File: config.mk
export PLATFORM = sky130hd
export DESIGN_NAME = sobel_ctrl
export DESIGN_NICKNAME = d
export VERILOG_FILES = /design/src/rtl/sobel_ctrl.sv
export SDC_FILE = /design/constraint.sdc
export NUM_CORES = 2
export LEC_CHECK = 0
export ABC_AREA = 1
export CAP_MARGIN = 0
export CELL_PAD_IN_SITES_DETAIL_PLACEMENT = 0
export CELL_PAD_IN_SITES_GLOBAL_PLACEMENT = 1
export CORE_MARGIN = 10
export CORE_UTILIZATION = 25
export DETAILED_ROUTE_END_ITERATION = 8
export PLACE_DENSITY = 0.42
export SLEW_MARGIN = 20
export SYNTH_ARGS = -nofsm -noshare
export SYNTH_HDL_FRONTEND = slang
export SYNTH_SLANG_ARGS = --single-unit
File: constraint.sdc
create_clock -name sys_clk -period 4.1 [get_ports sys_clk]
set_input_delay 0.615 -clock sys_clk [delete_from_list [all_inputs] [get_ports sys_clk]]
set_output_delay 0.615 -clock sys_clk [all_outputs]
set_load 0.1 [all_outputs]
File: src/rtl/sobel_ctrl.sv
// sobel_ctrl -- streaming 3x3 Sobel edge detector.
//
// Accepts an IMG_W x IMG_H 8-bit grayscale frame in raster order, one pixel
// per pi_flag strobe, and emits one RGB565 black/white pixel per interior
// 3x3 window ((IMG_W-2)*(IMG_H-2) outputs per frame). The output colour is
// EDGE_COLOR when |Gx|+|Gy| >= THRESHOLD, BACK_COLOR otherwise.
//
// Ports:
//   sys_clk    in   1   clock
//   sys_rst_n  in   1   asynchronous active-low reset
//   pi_flag    in   1   input strobe, pi_data valid this cycle
//   pi_data    in   8   grayscale pixel
//   po_flag    out  1   output strobe, po_data valid this cycle
//   po_data    out  16  RGB565 edge/background pixel (held when po_flag=0)
//
// Latency: po_flag rises 3 cycles after the pi_flag of the pixel that
// completes a window, regardless of gaps between input strobes.

module sobel_ctrl #(
  parameter int          IMG_W      = 100,
  parameter int          IMG_H      = 100,
  parameter logic [10:0] THRESHOLD  = 11'd100,
  parameter logic [15:0] EDGE_COLOR = 16'h0000,
  parameter logic [15:0] BACK_COLOR = 16'hFFFF
) (
  input  logic        sys_clk,
  input  logic        sys_rst_n,
  input  logic        pi_flag,
  input  logic [7:0]  pi_data,
  output logic        po_flag,
  output logic [15:0] po_data
);

  localparam int CW = (IMG_W > 1) ? $clog2(IMG_W) : 1;
  localparam int RW = (IMG_H > 1) ? $clog2(IMG_H) : 1;

  // ---------------------------------------------------------------------
  // Raster position counters
  // ---------------------------------------------------------------------
  logic [CW-1:0] col_cnt_reg, col_cnt_next;
  logic [RW-1:0] row_cnt_reg, row_cnt_next;

  always_comb begin
    col_cnt_next = col_cnt_reg;
    row_cnt_next = row_cnt_reg;
    if (pi_flag) begin
      if (col_cnt_reg == CW'(IMG_W - 1)) begin
        col_cnt_next = '0;
        if (row_cnt_reg == RW'(IMG_H - 1))
          row_cnt_next = '0;
        else
          row_cnt_next = row_cnt_reg + RW'(1);
      end else begin
        col_cnt_next = col_cnt_reg + CW'(1);
      end
    end
  end

  always_ff @(posedge sys_clk or negedge sys_rst_n) begin
    if (!sys_rst_n) begin
      col_cnt_reg <= '0;
      row_cnt_reg <= '0;
    end else begin
      col_cnt_reg <= col_cnt_next;
      row_cnt_reg <= row_cnt_next;
    end
  end

  // ---------------------------------------------------------------------
  // Line buffers (synchronous-read RAMs)
  // The read port is addressed with the column of the *next* pixel, so the
  // registered read data for column c is already waiting when pixel c
  // arrives. Column c is only rewritten by pixel c itself, so the
  // prefetched word stays current however long the input pauses.
  // lb2[c] takes the old lb1[c], which is exactly the prefetched word.
  // ---------------------------------------------------------------------
  logic [7:0] lb1 [IMG_W];
  logic [7:0] lb2 [IMG_W];
  logic [7:0] lb1_rd_reg;
  logic [7:0] lb2_rd_reg;

  always_ff @(posedge sys_clk) begin
    if (pi_flag) begin
      lb1[col_cnt_reg] <= pi_data;
      lb2[col_cnt_reg] <= lb1_rd_reg;
    end
    lb1_rd_reg <= lb1[col_cnt_next];
    lb2_rd_reg <= lb2[col_cnt_next];
  end

  // ---------------------------------------------------------------------
  // 3x3 window: win_reg[row][col], row 0 = oldest line, col 2 = newest
  // ---------------------------------------------------------------------
  logic [7:0] win_reg [3][3];
  logic [7:0] col_in  [3];
  logic       win_vld_reg;
  logic       win_ok;

  assign col_in[0] = lb2_rd_reg;
  assign col_in[1] = lb1_rd_reg;
  assign col_in[2] = pi_data;

  // Requiring col >= 2 keeps windows from straddling two rows; requiring
  // row >= 2 keeps stale line-buffer data from the last frame out.
  assign win_ok = (row_cnt_reg >= RW'(2)) && (col_cnt_reg >= CW'(2));

  always_ff @(posedge sys_clk or negedge sys_rst_n) begin
    if (!sys_rst_n) begin
      for (int i = 0; i < 3; i++)
        for (int j = 0; j < 3; j++)
          win_reg[i][j] <= '0;
      win_vld_reg <= 1'b0;
    end else begin
      if (pi_flag) begin
        for (int i = 0; i < 3; i++) begin
          win_reg[i][0] <= win_reg[i][1];
          win_reg[i][1] <= win_reg[i][2];
          win_reg[i][2] <= col_in[i];
        end
      end
      win_vld_reg <= pi_flag && win_ok;
    end
  end

  // ---------------------------------------------------------------------
  // Gradient stage
  // Each weighted sum is at most 1020, so 10-bit unsigned sums and an
  // 11-bit signed difference are exact.
  // ---------------------------------------------------------------------
  logic [9:0]         gx_pos, gx_neg, gy_pos, gy_neg;
  logic signed [10:0] gx_next, gy_next;
  logic signed [10:0] gx_reg, gy_reg;
  logic               grad_vld_reg;

  assign gx_pos = {2'b00, win_reg[0][2]} + {1'b0, win_reg[1][2], 1'b0} + {2'b00, win_reg[2][2]};
  assign gx_neg = {2'b00, win_reg[0][0]} + {1'b0, win_reg[1][0], 1'b0} + {2'b00, win_reg[2][0]};
  assign gy_pos = {2'b00, win_reg[2][0]} + {1'b0, win_reg[2][1], 1'b0} + {2'b00, win_reg[2][2]};
  assign gy_neg = {2'b00, win_reg[0][0]} + {1'b0, win_reg[0][1], 1'b0} + {2'b00, win_reg[0][2]};

  assign gx_next = $signed({1'b0, gx_pos}) - $signed({1'b0, gx_neg});
  assign gy_next = $signed({1'b0, gy_pos}) - $signed({1'b0, gy_neg});

  always_ff @(posedge sys_clk or negedge sys_rst_n) begin
    if (!sys_rst_n) begin
      gx_reg       <= '0;
      gy_reg       <= '0;
      grad_vld_reg <= 1'b0;
    end else begin
      gx_reg       <= gx_next;
      gy_reg       <= gy_next;
      grad_vld_reg <= win_vld_reg;
    end
  end

  // ---------------------------------------------------------------------
  // Magnitude, threshold and output register
  // |Gx|,|Gy| <= 1020 so the 11-bit sum (max 2040) cannot overflow.
  // ---------------------------------------------------------------------
  logic [10:0] gx_abs, gy_abs, mag;

  assign gx_abs = gx_reg[10] ? 11'(-gx_reg) : 11'(gx_reg);
  assign gy_abs = gy_reg[10] ? 11'(-gy_reg) : 11'(gy_reg);
  assign mag    = gx_abs + gy_abs;

  always_ff @(posedge sys_clk or negedge sys_rst_n) begin
    if (!sys_rst_n) begin
      po_flag <= 1'b0;
      po_data <= 16'h0000;
    end else begin
      po_flag <= grad_vld_reg;
      if (grad_vld_reg)
        po_data <= (mag >= THRESHOLD) ? EDGE_COLOR : BACK_COLOR;
    end
  end

endmodule

==> summary.md <==
| Metric | Value |
|---|---|
| FF-to-FF End | `gx_reg[9]` |
| Die area | `0.332 sq mm` |
| Fmax achieved | `between 200 and 300 MHz` |
| First-pass GRT wire length | `between 300 and 400 mm` |
| Layout Nets | `7778` |
| CP Cell Sequence | `inv_1 -> fa_1 -> inv_1 -> fa_1 -> fa_1 -> ha_1 -> inv_1 -> fa_1 -> o21ai_0 -> a21o_1 -> a21oi_1 -> nor2_1 -> o21ai_0 -> nand2_1 -> xor2_1` |
| Synthesized netlist cell count | `between 7k and 8k` |
| Worst Path Required | `about 4.9 ns` |
| Hold Path End | `row_cnt_reg[1]` |
| CTS Root Cell | `clkbuf_16` |
| WS Path Type | `reg2reg` |
| Post-Place Cell Area | `0.0842 sq mm` |
| DRC | `0` |
| Met3 WL post-DR | `11.5 mm` |
| HPWL after detailed placement | `around 160 mm` |
| GP Congestion | `between 0.7 and 0.8` |
| Hold Path Stages | `3` |
| Worst path max stage delay | `0.55 ns` |
| Mean area per synthesized cell | `approximately 10 sq um` |
| Final setup vio count | `0` |
| Area Overhead vs Synth | `17.4%` |
| Synth Warn # | `0` |
| PortBufs | `27` |
| Leading cell types in the layout, fill and taps excluded | `1775 x nand2_1, 1600 x edfxtp_1, 1563 x nand3_1` |
| Placeable Area | `roughly 0.31 sq mm` |
| Hold WC Path Type | `in2reg` |
| Die height | `576 um` |
| Final Critical Period | `about 3.8 ns` |
| Unrepaired setup endpoints after global routing | `false` |
| Remaining global-route overflow | `0` |
| Layout Cell Area excl Fill | `~0.09 sq mm` |
| Placed instance count | `between 10k and 15k` |
| Minimum hold slack | `around 0.26 ns` |
| Slowest cell on the critical path | `fa_1` |
| Synth Cell Area | `approximately 0.077 sq mm` |
| Num rows | `slightly above 200` |
| Number of routed nets with antenna violations | `0` |
| CP endpoint kind | `flip-flop` |
| DR top layer | `met5` |
| Most frequent CP cell | `fa_1` |
| Layout cells sized above 1 | `~9%` |
| Post-synth net total | `about 7.6k` |
| Reg-to-reg slack, setup | `0.33 ns` |
| Filler Cell Count | `31.9k` |
| Number of global-route vias before repair | `approximately 51k` |
| Worst skew pair latency | `roughly 0.9 ns` |
| Max-slew violations | `0` |
| Met1 WL | `130 mm` |
| Initial Util | `approximately a quarter` |
| Via density per instance | `roughly 4.4` |
| Die Width | `~580 um` |
| Final hold viol count | `0` |
| Layout Cells excl Fill | `approximately 12k` |
| Max Root-Sink Buffers | `4` |
| Wire length per cell | `around 23 um` |
| Run status | `complete, no violations` |
| Reg-to-reg startpoint | `win_reg[0]` |
| Max-Slew Margin vs Limit | `roughly 29%` |
| Clock Sinks | `between 1.5k and 2k` |
| Clk pin slew, worst setup/hold paths | `0.06 ns` |
| Leak | `~38 nW` |
| DRT Wirelength | `272 mm` |
| Initial antenna violation count | `19` |
| Sequential fraction of the synthesis area | `between 60% and 70%` |
| Worst EP arrival | `~4.5 ns` |
| # Post-CTS Setup Buffers | `0` |
| Worst Tran Pin Value | `between 1 and 1.5 ns` |
| Routed via count | `between 50k and 60k` |
| Total GRT Usage | `between 15 and 20%` |
| PwrDens | `between 700 and 800 mW/mm^2` |
| Worst hold start | `pi_flag` |
| Yosys cell types | `40` |
| Max-cap violations | `0` |
| VDD IR max | `~0.00043 V` |
| Setup total negative slack | `0 ns` |
| Most common cell after layout, fill and taps aside | `nand2_1` |
| Total power | `between 60 and 70 mW` |
| Clock Skew | `0.0798 ns` |
| Startpoint types | `flip-flop` |
| Tcrit/Tclk final | `91.9%` |
| Drt first-iter violations | `3991` |
| Yosys reg bits | `1728` |
| Drt first pass iters | `5` |
| TritonCTS clock tree | `yes` |
| WL met2 | `124 mm` |
| H-tree depth | `4` |
| I/O pin total | `28` |
| R2R cell count | `15` |
| Total CTS buffers | `211` |
| CP Max Fanout | `4` |
| Largest net degree at the start of global routing | `152` |
[how the worst max path moves through the flow]
stage | endpoint | cells past startpoint | start | slack, ns
after floorplan | gy_reg[9] | 14 | win_reg[4] | 0.69
after global placement | lb1_rd_reg[6] | 15 | pi_flag | 0.10
after detailed placement | lb1_rd_reg[5] | 15 | pi_flag | 0.11
after CTS | lb1_rd_reg[6] | 18 | col_cnt_reg[1] | 0.24
after global routing | gx_reg[9] | 15 | win_reg[0] | 0.07
final | gx_reg[9] | 15 | win_reg[0] | 0.33
[cells in the mapped netlist, drive strengths merged]
cell     instances  area (sq um)
nor2           155           602
o21ai           97           485
dfrtp          112          2800
edfxtp        1600         48000
nor4             4          25.0
o2111ai          1          8.76
a21boi           1          7.51
clkbuf         140           526
nor3            16          80.1
xor2            25           219
nand2         1778          6680
a211oi           1          7.51
a31oi            2          12.5
o31ai            2          15.0
o2111a           1          11.3
xnor2           13           114
nand4            2          18.8
a21o             3          22.5
dfxtp           16           320
buf            263          1450
inv           1529          5740
ha              40           500
o21a             1          7.51
a21oi           49           245
o22ai            6          37.5
clkinv           2          7.51
nand3         1564          7830
o211ai          40           300
fa              63          1260
nor3b            1          7.51
o21bai           3          22.5
[power breakdown]
part	switching (mW)	leakage, nW	internal [mW]
sequential	1.39	15.9	21.4
clock	7.82	3.24	10.4
combinational	16.8	18.5	7.25
[metal layers]
| layer | track usage (%) | vias to the layer above |
|---|---|---|
| met3 | 1.96 | 339 |
| li1 | - | 24800 |
| met4 | 3.55 | 2 |
| met1 | 22.9 | 25900 |
| met2 | 25.6 | 1075 |
| met5 | 0 | - |
[through the flow]
step	setup slack, ns	utilization [%]
detailed placement	0.113	27.3
floorplan	0.689	-
finish	0.333	29.4
global placement	0.102	27.3
CTS	0.242	29.4
global route	0.0739	29.4
[critical path, delay by kind of cell, from the launching register on]
family                     cells  cell delay [ns]
xor gates and xnor gates       1             0.15
DFF                            1             0.32
and+or+nand+nor                2             0.17
AOI/OAI and AO/OA              4             0.63
adders and majority gates      5             2.14
buffers and inverters          3             0.23
[layout make-up]
class | count | area (sq um) | area share [%]
antenna | 8 | 20.0 | 0.0220
clock buffer | 265 | 5630 | 6.19
clock inverter | 121 | 987 | 1.09
inverter | 1531 | 5760 | 6.34
multi-input combinational | 3868 | 18800 | 20.6
sequential | 1728 | 51200 | 56.3
tap | 4120 | 5150 | 5.67
timing repair buffer | 324 | 3360 | 3.70
[cell families after synthesis]
logic type | Yosys count | share of synthesized area [%]
AND/OR/NAND/NOR | 3520 | 19.7
flip-flops | 1728 | 66.1
AO/OA/AOI/OAI | 207 | 1.53
buffers and inverters | 1934 | 9.97
adder cells (fa/ha/maj) | 103 | 2.28
XOR/XNOR | 38 | 0.430
[what timing repair did]
item / 4_1_cts / 5_1_grt
endpoints found under the setup margin: 0 / 1
resized for setup: 0 / 1
hold endpoints to repair: 54 / 0
hold buffers: 1 / 0
Power figures use the tool's default switching activity.
